`src/rtl/panel_loader_pkg.sv`:
```
// Shared types for the front-panel image loader: FSM states, timer phase
// select and the buffered image word.
package panel_loader_pkg;

  localparam int IMG_W = 12;

  typedef enum logic [3:0] {
    S_IDLE,
    S_LP_SETUP,
    S_LP_PRESS,
    S_LP_REL,
    S_SETTLE,
    S_DEP_SETUP,
    S_DEP_PRESS,
    S_DEP_REL,
    S_START_PC,
    S_SP_PRESS,
    S_SP_REL,
    S_RUN_WAIT_HI,
    S_RUN_WAIT_LO,
    S_DONE
  } state_t;

  // Selects which duration the phase timer is reloaded with.
  typedef enum logic {
    PH_HOLD,
    PH_SETTLE
  } phase_sel_t;

  typedef struct packed {
    logic [IMG_W-1:0] addr;
    logic [IMG_W-1:0] data;
    logic             last;
  } img_word_t;

endpackage

```
`src/rtl/panel_loader_fifo.sv`:
```
// Small synchronous FIFO for buffered image words. Pointers carry one extra
// wrap bit so full and empty are distinguished without a counter.
module panel_loader_fifo
  import panel_loader_pkg::*;
#(
  parameter type T     = img_word_t,
  parameter int  DEPTH = 8
) (
  input  logic clk,
  input  logic rst,
  input  logic push,
  input  logic pop,
  input  T     wr_data,
  output T     rd_data,
  output logic full,
  output logic empty
);

  localparam int AW = $clog2(DEPTH);

  T             mem [DEPTH];
  logic [AW:0]  wr_ptr;
  logic [AW:0]  rd_ptr;
  logic         do_push;
  logic         do_pop;

  // A pop on a full FIFO frees the slot the simultaneous push lands in.
  assign do_pop  = pop && !empty;
  assign do_push = push && (!full || do_pop);
  assign empty   = (wr_ptr == rd_ptr);
  assign full    = (wr_ptr[AW] != rd_ptr[AW]) && (wr_ptr[AW-1:0] == rd_ptr[AW-1:0]);
  assign rd_data = mem[rd_ptr[AW-1:0]];

  // Pointer update; reset flushes the buffer.
  always_ff @(posedge clk or posedge rst) begin
    if (rst) begin
      wr_ptr <= '0;
      rd_ptr <= '0;
    end else begin
      if (do_push) wr_ptr <= wr_ptr + 1'b1;
      if (do_pop)  rd_ptr <= rd_ptr + 1'b1;
    end
  end

  // Storage write; contents need no reset since the pointers gate reads.
  always_ff @(posedge clk) begin
    if (do_push) mem[wr_ptr[AW-1:0]] <= wr_data;
  end

endmodule

```
`src/rtl/panel_image_loader.sv`:
```
// Front-panel image loader: buffers (addr, data) words and plays them into
// the panel switches/buttons with fixed hold and settle timing, then loads
// the start PC, raises run and reports completion when the CPU halts.
// Optional feature macro: PANEL_LOADER_AUTOINC_EN (skip load-PC for
// consecutive addresses, relying on the panel's post-deposit increment).
//
// state       | meaning
// ------------+------------------------------------------------
// IDLE        | waiting for the first image word
// LP_SETUP    | sw = address, settling before load-PC press
// LP_PRESS    | load_pc_btn held high
// LP_REL      | load_pc_btn released, sw still = address
// SETTLE      | gap between load-PC and deposit
// DEP_SETUP   | sw = data, settling before deposit press
// DEP_PRESS   | deposit_btn held high
// DEP_REL     | deposit released; holds here while FIFO is empty
// START_PC    | sw = run_pc, settling before final load-PC
// SP_PRESS    | load_pc_btn held high for start PC
// SP_REL      | load_pc_btn released
// RUN_WAIT_HI | run_sw high, waiting for CPU to report running
// RUN_WAIT_LO | waiting for CPU to halt
// DONE        | program finished, sticky until rst
module panel_image_loader
  import panel_loader_pkg::*;
#(
  parameter int WORD_W        = IMG_W,
  parameter int HOLD_CYCLES   = 10,
  parameter int SETTLE_CYCLES = 30,
  parameter int FIFO_DEPTH    = 8
) (
  input  logic              clk,
  input  logic              rst,
  input  logic              in_valid,
  output logic              in_ready,
  input  logic [WORD_W-1:0] in_addr,
  input  logic [WORD_W-1:0] in_data,
  input  logic              in_last,
  input  logic [WORD_W-1:0] run_pc,
  input  logic              run_led,
  output logic [WORD_W-1:0] sw,
  output logic              load_pc_btn,
  output logic              deposit_btn,
  output logic              run_sw,
  output logic              busy,
  output logic              done,
  output logic [15:0]       words_loaded
);

`ifdef PANEL_LOADER_AUTOINC_EN
  localparam bit AUTOINC = 1'b1;
`else
  localparam bit AUTOINC = 1'b0;
`endif

  localparam int MAX_PHASE = (HOLD_CYCLES > SETTLE_CYCLES) ? HOLD_CYCLES : SETTLE_CYCLES;
  localparam int CNT_W     = $clog2(MAX_PHASE + 1);

  function automatic logic [CNT_W-1:0] phase_load(input phase_sel_t ph);
    return (ph == PH_SETTLE) ? CNT_W'(SETTLE_CYCLES - 1) : CNT_W'(HOLD_CYCLES - 1);
  endfunction

  state_t             state;
  logic [CNT_W-1:0]   cnt;
  img_word_t          hold;
  img_word_t          head;
  img_word_t          wr_word;
  logic               fifo_full;
  logic               fifo_empty;
  logic               pop;
  logic               tc;
  logic [IMG_W-1:0]   next_addr;
  logic               skip_lp;

  assign wr_word   = '{addr: in_addr, data: in_data, last: in_last};
  assign in_ready  = ~fifo_full;
  assign tc        = (cnt == '0);
  assign next_addr = hold.addr + 1'b1;
  // Only reachable from DEP_REL, so a deposit has always happened already.
  assign skip_lp   = AUTOINC && (head.addr == next_addr);

  // Pop the head word when starting the image or after a finished deposit.
  always_comb begin
    pop = 1'b0;
    if (!fifo_empty) begin
      if (state == S_IDLE) pop = 1'b1;
      else if (state == S_DEP_REL && tc && !hold.last) pop = 1'b1;
    end
  end

  panel_loader_fifo #(
    .T     (img_word_t),
    .DEPTH (FIFO_DEPTH)
  ) u_fifo (
    .clk     (clk),
    .rst     (rst),
    .push    (in_valid && in_ready),
    .pop     (pop),
    .wr_data (wr_word),
    .rd_data (head),
    .full    (fifo_full),
    .empty   (fifo_empty)
  );

  // Sequencer: phase timer, state and all registered panel outputs.
  always_ff @(posedge clk or posedge rst) begin
    if (rst) begin
      state        <= S_IDLE;
      cnt          <= '0;
      hold         <= '0;
      sw           <= '0;
      load_pc_btn  <= 1'b0;
      deposit_btn  <= 1'b0;
      run_sw       <= 1'b0;
      busy         <= 1'b0;
      done         <= 1'b0;
      words_loaded <= '0;
    end else begin
      done <= 1'b0;
      if (!tc) cnt <= cnt - 1'b1;
      case (state)
        S_IDLE: if (pop) begin
          hold  <= head;
          busy  <= 1'b1;
          sw    <= head.addr;
          cnt   <= phase_load(PH_HOLD);
          state <= S_LP_SETUP;
        end
        S_LP_SETUP: if (tc) begin
          load_pc_btn <= 1'b1;
          cnt         <= phase_load(PH_HOLD);
          state       <= S_LP_PRESS;
        end
        S_LP_PRESS: if (tc) begin
          load_pc_btn <= 1'b0;
          cnt         <= phase_load(PH_HOLD);
          state       <= S_LP_REL;
        end
        S_LP_REL: if (tc) begin
          cnt   <= phase_load(PH_SETTLE);
          state <= S_SETTLE;
        end
        S_SETTLE: if (tc) begin
          sw    <= hold.data;
          cnt   <= phase_load(PH_HOLD);
          state <= S_DEP_SETUP;
        end
        S_DEP_SETUP: if (tc) begin
          deposit_btn <= 1'b1;
          cnt         <= phase_load(PH_HOLD);
          state       <= S_DEP_PRESS;
        end
        S_DEP_PRESS: if (tc) begin
          deposit_btn <= 1'b0;
          if (words_loaded != 16'hFFFF) words_loaded <= words_loaded + 16'd1;
          cnt         <= phase_load(PH_HOLD);
          state       <= S_DEP_REL;
        end
        S_DEP_REL: if (tc) begin
          if (hold.last) begin
            sw    <= run_pc;
            cnt   <= phase_load(PH_HOLD);
            state <= S_START_PC;
          end else if (pop) begin
            hold <= head;
            cnt  <= phase_load(PH_HOLD);
            if (skip_lp) begin
              sw    <= head.data;
              state <= S_DEP_SETUP;
            end else begin
              sw    <= head.addr;
              state <= S_LP_SETUP;
            end
          end
        end
        S_START_PC: if (tc) begin
          load_pc_btn <= 1'b1;
          cnt         <= phase_load(PH_HOLD);
          state       <= S_SP_PRESS;
        end
        S_SP_PRESS: if (tc) begin
          load_pc_btn <= 1'b0;
          cnt         <= phase_load(PH_HOLD);
          state       <= S_SP_REL;
        end
        S_SP_REL: if (tc) begin
          run_sw <= 1'b1;
          state  <= S_RUN_WAIT_HI;
        end
        S_RUN_WAIT_HI: if (run_led) state <= S_RUN_WAIT_LO;
        S_RUN_WAIT_LO: if (!run_led) begin
          done   <= 1'b1;
          run_sw <= 1'b0;
          busy   <= 1'b0;
          state  <= S_DONE;
        end
        S_DONE: state <= S_DONE;
        default: state <= S_IDLE;
      endcase
    end
  end

endmodule

```
`config.mk`:
```
export PLATFORM = sky130hd
export DESIGN_NAME = panel_image_loader
export DESIGN_NICKNAME = d
export VERILOG_FILES = /design/src/rtl/panel_loader_pkg.sv /design/src/rtl/panel_loader_fifo.sv /design/src/rtl/panel_image_loader.sv
export SDC_FILE = /design/constraint.sdc
export NUM_CORES = 1
export LEC_CHECK = 0
export BUFFER_PORTS_ARGS = -buffer_cell sky130_fd_sc_hd__buf_2
export CAP_MARGIN = 25
export CELL_PAD_IN_SITES_DETAIL_PLACEMENT = 0
export CELL_PAD_IN_SITES_GLOBAL_PLACEMENT = 1
export CORE_ASPECT_RATIO = 1.2
export CORE_MARGIN = 1.5
export CORE_UTILIZATION = 56
export CTS_CLUSTER_SIZE = 8
export DETAILED_ROUTE_END_ITERATION = 8
export PLACE_DENSITY_LB_ADDON = 0.12
export SETUP_SLACK_MARGIN = 0.05
export SLEW_MARGIN = 40
export SYNTH_ARGS = -nofsm -noshare
export SYNTH_HDL_FRONTEND = slang
export SYNTH_SLANG_ARGS = --single-unit
```
`constraint.sdc`:
```
create_clock -name clk -period 8.86 [get_ports clk]
set_clock_uncertainty 0.2 [all_clocks]
set_input_delay 0 -clock clk [delete_from_list [all_inputs] [get_ports clk]]
set_output_delay 0 -clock clk [all_outputs]
set_load 0.02 [all_outputs]
```
==> flow_summary.json, run 1 <==
{
  "outcome": "finished, violations left",
  "violations": "negative hold slack",
  "p_sw_frac": 0.223,
  "grt_pass1_vias": 6259,
  "drt-wirelength-per-cell_um": 20.7,
  "syn2layout_area_growth_pct": 20.4,
  "ios": 75,
  "end_kind": "register",
  "rows": 55,
  "tightestPinTransition_ps": 787,
  "grt_antenna_before_repair": 0,
  "hold_violations": 3,
  "yosysUniqueCellTypes": 60,
  "dp_hpwl_um": 12500,
  "rr_startpoint": "u_fifo.rd_ptr[1]",
  "syn_inst": 606,
  "fp.dieW_um": 129,
  "synth_compound_area_frac": 0.0529,
  "clkTransAtPathRegs_ps": 50,
  "drt_iter0_drc": 234,
  "synth-seq-area-share": 0.709,
  "p_comb_frac": 0.078,
  "tritoncts": "yes",
  "avgViaCountPerCell": 5.74,
  "port_buffers": 74,
  "grt_max_degree": 64,
  "critPathMaxFanout": 54,
  "synth_fa_ha_area_frac": 0.00585,
  "slew_viol_final": 0,
  "core_area_um2": 18800,
  "synth_area_um2": 10700,
  "async_reset_ff_frac": 0.240,
  "die_area_um2": 19900,
  "synth_seq_cells": 263,
  "hold_buffers": 40,
  "htreeDepth": 2,
  "ys_warn_count": 0,
  "initial_utilization": 0.569,
  "cts.sinks": 263,
  "syn_nets": 652,
  "cts_setup_buffers": 0,
  "totalWireLength_um": 21300,
  "synth.top_cells.by_count": "200 x edfxtp_1, 63 x dfrtp_1, 50 x mux4_2",
  "fin_setup_tns_ps": 0,
  "ant_nets": 0,
  "fin_crit_ps": 2930,
  "fillers": 1309,
  "p_leak_uw": 0.00469,
  "postSynthAreaPerCell_um2": 17.6,
  "synth_top_family_by_area": "multiplexers",
  "p_sw_uw": 685,
  "fin_crit_sh": 0.330,
  "die_h_um": 154,
  "yosys.area_share.simple": 0.0602,
  "dr_total_vias": 5902,
  "grt_pass1_wl_um": 33500,
  "post-route-drc-count": 0,
  "pwr-share-clk": 0.427,
  "cts-root-buf": "clkbuf_16",
  "ir_worst_vdd_mv": 0.171,
  "synth_ff_type": "edfxtp_1",
  "finalCoreUtilization": 0.686,
  "hold_ws_ps": -11.8,
  "power.density_nw_per_um2": 238,
  "nets": 791,
  "power_uw": 3070,
  "place.gp.congestion": 0.749,
  "synth_most_common_cell": "edfxtp_1",
  "rsz0062_at_grt": "no",
  "numCtsBuffers": 38,
  "drive_above_1_share": 0.273,
  "antenna_cells": 0,
  "synth-xor-area-share": 0.0197,
  "cp.arrival_ps": 2910,
  "first_pass_iters": 5,
  "grtUsageTotal": 0.225,
  "seqPwrFrac": 0.495,
  "power.internal_uw": 2380,
  "synthTopCellsByArea": "edfxtp_1 56%, dfrtp_1 15%, mux4_2 11%",
  "synth_top_area_frac": 0.562,
  "worst_setup_path_start_kind": "register",
  "ctsLongestPathBuffers": 3,
  "clk_latency_ps": 520,
  "crit_start": "u_fifo.rd_ptr[1]",
  "synth_edf_count": 200,
  "maxSlewHeadroom": 0.473,
  "crit_type": "reg -> reg",
  "synthMuxAreaShare": 0.132,
  "overflow": 0,
  "cp.required_ps": 8850,
  "finalSetupViolCount": 0,
  "synth_largest_area_cell": "edfxtp_1",
  "hold_path.class": "in -> async",
  "fmax_mhz": 342,
  "ctsResizeCount": 0,
  "maxCapViolations": 0
}
[final cells by class]
type | instances | area (µm²) | share of cell area
clock inverter | 2 | 32.5 | 0.00253
clock buffer | 65 | 1070 | 0.0833
sequential | 263 | 7590 | 0.589
tap | 256 | 320 | 0.0249
multi-input combinational | 304 | 2930 | 0.227
timing repair buffer | 130 | 907 | 0.0704
inverter | 8 | 32.5 | 0.00253
[power by group through the flow]
| stage | combinational (µW) | sequential [µW] | clock (µW) |
|---|---|---|---|
| 6_report | 240 | 1520 | 1310 |
| 3_3_place_gp | 224 | 1530 | 0 |
| 2_1_floorplan | 140 | 1530 | 0 |
| 3_5_place_dp | 231 | 1540 | 0 |
| 5_1_grt | 263 | 1530 | 1390 |
| 4_1_cts | 246 | 1520 | 1340 |
[routing by layer]
layer / up-vias / share of wire / global-route usage / routed length [µm]
met4: 0 / 0.024 / 0.0819 / 505
met5: - / 0 / 0 / 0
met2: 151 / 0.53 / 0.392 / 11200
li1: 2690 / - / - / -
met1: 3027 / 0.41 / 0.283 / 8660
met3: 34 / 0.043 / 0.0398 / 909
[kinds of logic (layout without fill, tap and decap cells)]
family	after synthesis	count (layout)
AOI/OAI and AO/OA	84	84
muxes	78	78
DFF	263	263
adders and majority gates	5	5
and+or+nand+nor	113	113
xor gates and xnor gates	24	24
buffers and inverters	39	205
[path summary, 6_finish.rpt]
path / endpoint / slack, ps / cells past startpoint
max in group asynchronous: u_fifo.rd_ptr[0] / 7980 / 4
max: u_fifo.mem[7][24] / 5930 / 6
min reg2reg: busy / 270 / 1
min: words_loaded[5] / -10 / 4
min in group clk: u_fifo.mem[4][19] / 90 / 2
max reg2reg: u_fifo.mem[7][24] / 5930 / 6
[critical path, stage by stage, from the launching register on]
cell and delay [ps]:
dfrtp_2 330, buf_4 610, xnor2_1 190, nand4_1 170
nand3_1 270, nor2_4 470, buf_4 330
[metrics by stage]
stage	hold slack (ps)	area, µm²	cells	setup WS, ps
after floorplan	-101	10700	606	5090
after global placement	57.1	11300	920	5710
after detailed placement	71.9	11300	920	5630
after CTS	75.2	12900	1027	5600
after global routing	63.0	12900	1028	5750
final	-11.8	12900	1028	5930
[cells in the final DEF, fill, tap and decap left out, types with 2 or more instances in the layout]
| cell | count |
|---|---|
| and3_1 | 7 |
| ha_1 | 5 |
| mux2i_1 | 25 |
| clkbuf_16 | 39 |
| o21a_1 | 2 |
| or2_2 | 3 |
| a211oi_1 | 2 |
| dfrtp_1 | 61 |
| a22oi_1 | 12 |
| a21oi_1 | 8 |
| a31oi_1 | 3 |
| nand4_1 | 9 |
| nand2b_1 | 2 |
| xnor2_1 | 20 |
| mux2_2 | 3 |
| o22ai_2 | 2 |
| xor2_1 | 4 |
| o22ai_1 | 13 |
| nor2_2 | 6 |
| buf_4 | 14 |
| or3_1 | 2 |
| buf_2 | 74 |
| mux4_2 | 50 |
| o21ai_1 | 4 |
| clkinv_8 | 2 |
| and2_1 | 2 |
| nor2b_1 | 3 |
| nor4_4 | 3 |
| nand2_1 | 36 |
| edfxtp_1 | 200 |
| nor3_2 | 2 |
| nor2_1 | 10 |
| dlygate4sd3_1 | 40 |
| nor3_1 | 7 |
| inv_1 | 6 |
| nand3_1 | 9 |
| o21ai_0 | 13 |
| a21o_1 | 16 |
| clkbuf_1 | 26 |
[flip-flops by register name, indices dropped and copies added (netlist names)]
name,flops
u_fifo.mem,200
words_loaded,16
hold,13
sw,12
cnt,5
state,4
u_fifo.rd_ptr,4
u_fifo.wr_ptr,4
busy,1
deposit_btn,1
done,1
load_pc_btn,1
run_sw,1
(Power assumes the default switching activity.)
==> inputs of run 2 (changes only) <==
CORE_UTILIZATION = 52   (was 56)
clock period = 2.9 ns   (was 8.86 ns; I/O delays follow)
==> flow_summary.json, run 2 (same netlist as run 1, synthesis figures left out) <==
{
  "outcome": "finished clean",
  "fin_crit_sh": 0.875,
  "fin_crit_ps": 2540,
  "place.gp.congestion": 0.792,
  "cts-root-buf": "clkbuf_16",
  "grtUsageTotal": 0.226,
  "fin_setup_tns_ps": 0,
  "rows": 57,
  "hp-start": "in_data[6]",
  "path_cells": "inv_1 -> ha_1 -> nor4b_4 -> inv_4 -> nor4_4 -> o21ai_2 -> buf_4 -> o22ai_1 -> a21o_1",
  "rr_worst_depth": 9,
  "rr_startpoint": "cnt[0]",
  "hold_path.class": "in -> reg",
  "drive_above_1_share": 0.285,
  "p_leak_uw": 0.00476,
  "final_common_cell": "edfxtp_1",
  "slew_viol_final": 0,
  "rsz0062_at_grt": "no",
  "ctsResizeCount": 0,
  "maxCapViolations": 0,
  "power.density_nw_per_um2": 728,
  "finalSetupViolCount": 0,
  "drt-wirelength-per-cell_um": 22.0,
  "grt_pass1_vias": 6380,
  "maxSlewHeadroom": 0.468,
  "power_uw": 9470,
  "cts_setup_buffers": 0,
  "syn2layout_area_growth_pct": 21.6,
  "clk_latency_ps": 500,
  "fp.dieW_um": 134,
  "wl_met3_um": 1050,
  "hold_buffers": 41,
  "ir_worst_vdd_mv": 0.587,
  "fin_area_um2": 13000,
  "core_area_um2": 20200,
  "cp_slowest_cell": "o21ai_2",
  "first_pass_iters": 4,
  "largest_reg_flops": 200,
  "routed.top_layer": "met4",
  "die_h_um": 160,
  "antenna_cells": 0,
  "ios": 75,
  "whs_path_depth": 2,
  "fmax_mhz": 394,
  "placed_area_um2": 11500,
  "numCtsBuffers": 38,
  "end_kind": "register",
  "tightestPinTransition_ps": 798,
  "final_cell_mix": "200 x edfxtp_1, 74 x buf_2, 61 x dfrtp_1",
  "ant_nets": 0,
  "dr_total_vias": 5929,
  "crit_type": "reg -> reg",
  "nets": 806,
  "grt_max_degree": 54,
  "clkTransAtPathRegs_ps": 50,
  "totalWireLength_um": 23100,
  "cp.arrival_ps": 2720,
  "dp_hpwl_um": 14200,
  "ctsLongestPathBuffers": 3,
  "die_area_um2": 21400,
  "htreeDepth": 2,
  "path_buf_inv": 3,
  "cp.required_ps": 3080,
  "r2r_slack_ps": 360,
  "r2r-end": "sw[9]",
  "initial_utilization": 0.530,
  "overflow": 0,
  "post-route-drc-count": 0,
  "avgViaCountPerCell": 5.63,
  "met1_length_um": 9600,
  "grt_antenna_before_repair": 0,
  "crit_family": "compound AO/OA/AOI/OAI gates",
  "met2_length_um": 12000,
  "cts.sinks": 263,
  "critPathMaxFanout": 31,
  "hold_violations": 0,
  "slowest_delay_ps": 460,
  "port_buffers": 74,
  "drt_iter0_drc": 374,
  "grt_pass1_wl_um": 36200,
  "hold_end": "u_fifo.mem[0][7]",
  "tritoncts": "yes",
  "worst_setup_path_start_kind": "register"
}
run 2: worst max path at each step:
stage / from / to / cells after the start
global placement: u_fifo.wr_ptr[1] / sw[10] / 5
CTS: cnt[0] / sw[9] / 9
finish: cnt[0] / sw[9] / 9
global route: cnt[0] / sw[9] / 9
floorplan: u_fifo.rd_ptr[0] / u_fifo.mem[6][0] / 6
detailed placement: cnt[0] / sw[9] / 9
run 2: area by class of cell:
class	instances	area [µm²]
Sequential cell	263	7590
Fill cell	1431	7180
Multi-Input combinational cell	304	2940
Clock buffer	68	1080
Timing Repair Buffer	145	1020
Tap cell	265	332
Inverter	8	32.5
Clock inverter	1	8.76
run 2: power by group:
group | switching [µW] | total [µW] | internal [µW]
sequential | 134 | 4650 | 4520
combinational | 519 | 828 | 309
clock | 1490 | 3990 | 2500
total | 2150 | 9470 | 7330
run 2: layer usage:
metal  track usage  vias up
li1              -     2725
met1         0.297     3019
met2         0.384      150
met3        0.0429       35
met4        0.0711        0
met5             0        -
run 2: per-stage QoR:
| step | instances | util | worst slack [ps] | hold slack, ps |
|---|---|---|---|---|
| global route | 1054 | 0.644 | 203 | 113 |
| floorplan | 606 | - | -197 | -101 |
| global placement | 944 | 0.570 | 346 | -139 |
| finish | 1054 | 0.644 | 363 | 109 |
| CTS | 1054 | 0.644 | 375 | 91.2 |
| detailed placement | 944 | 0.570 | 400 | -132 |
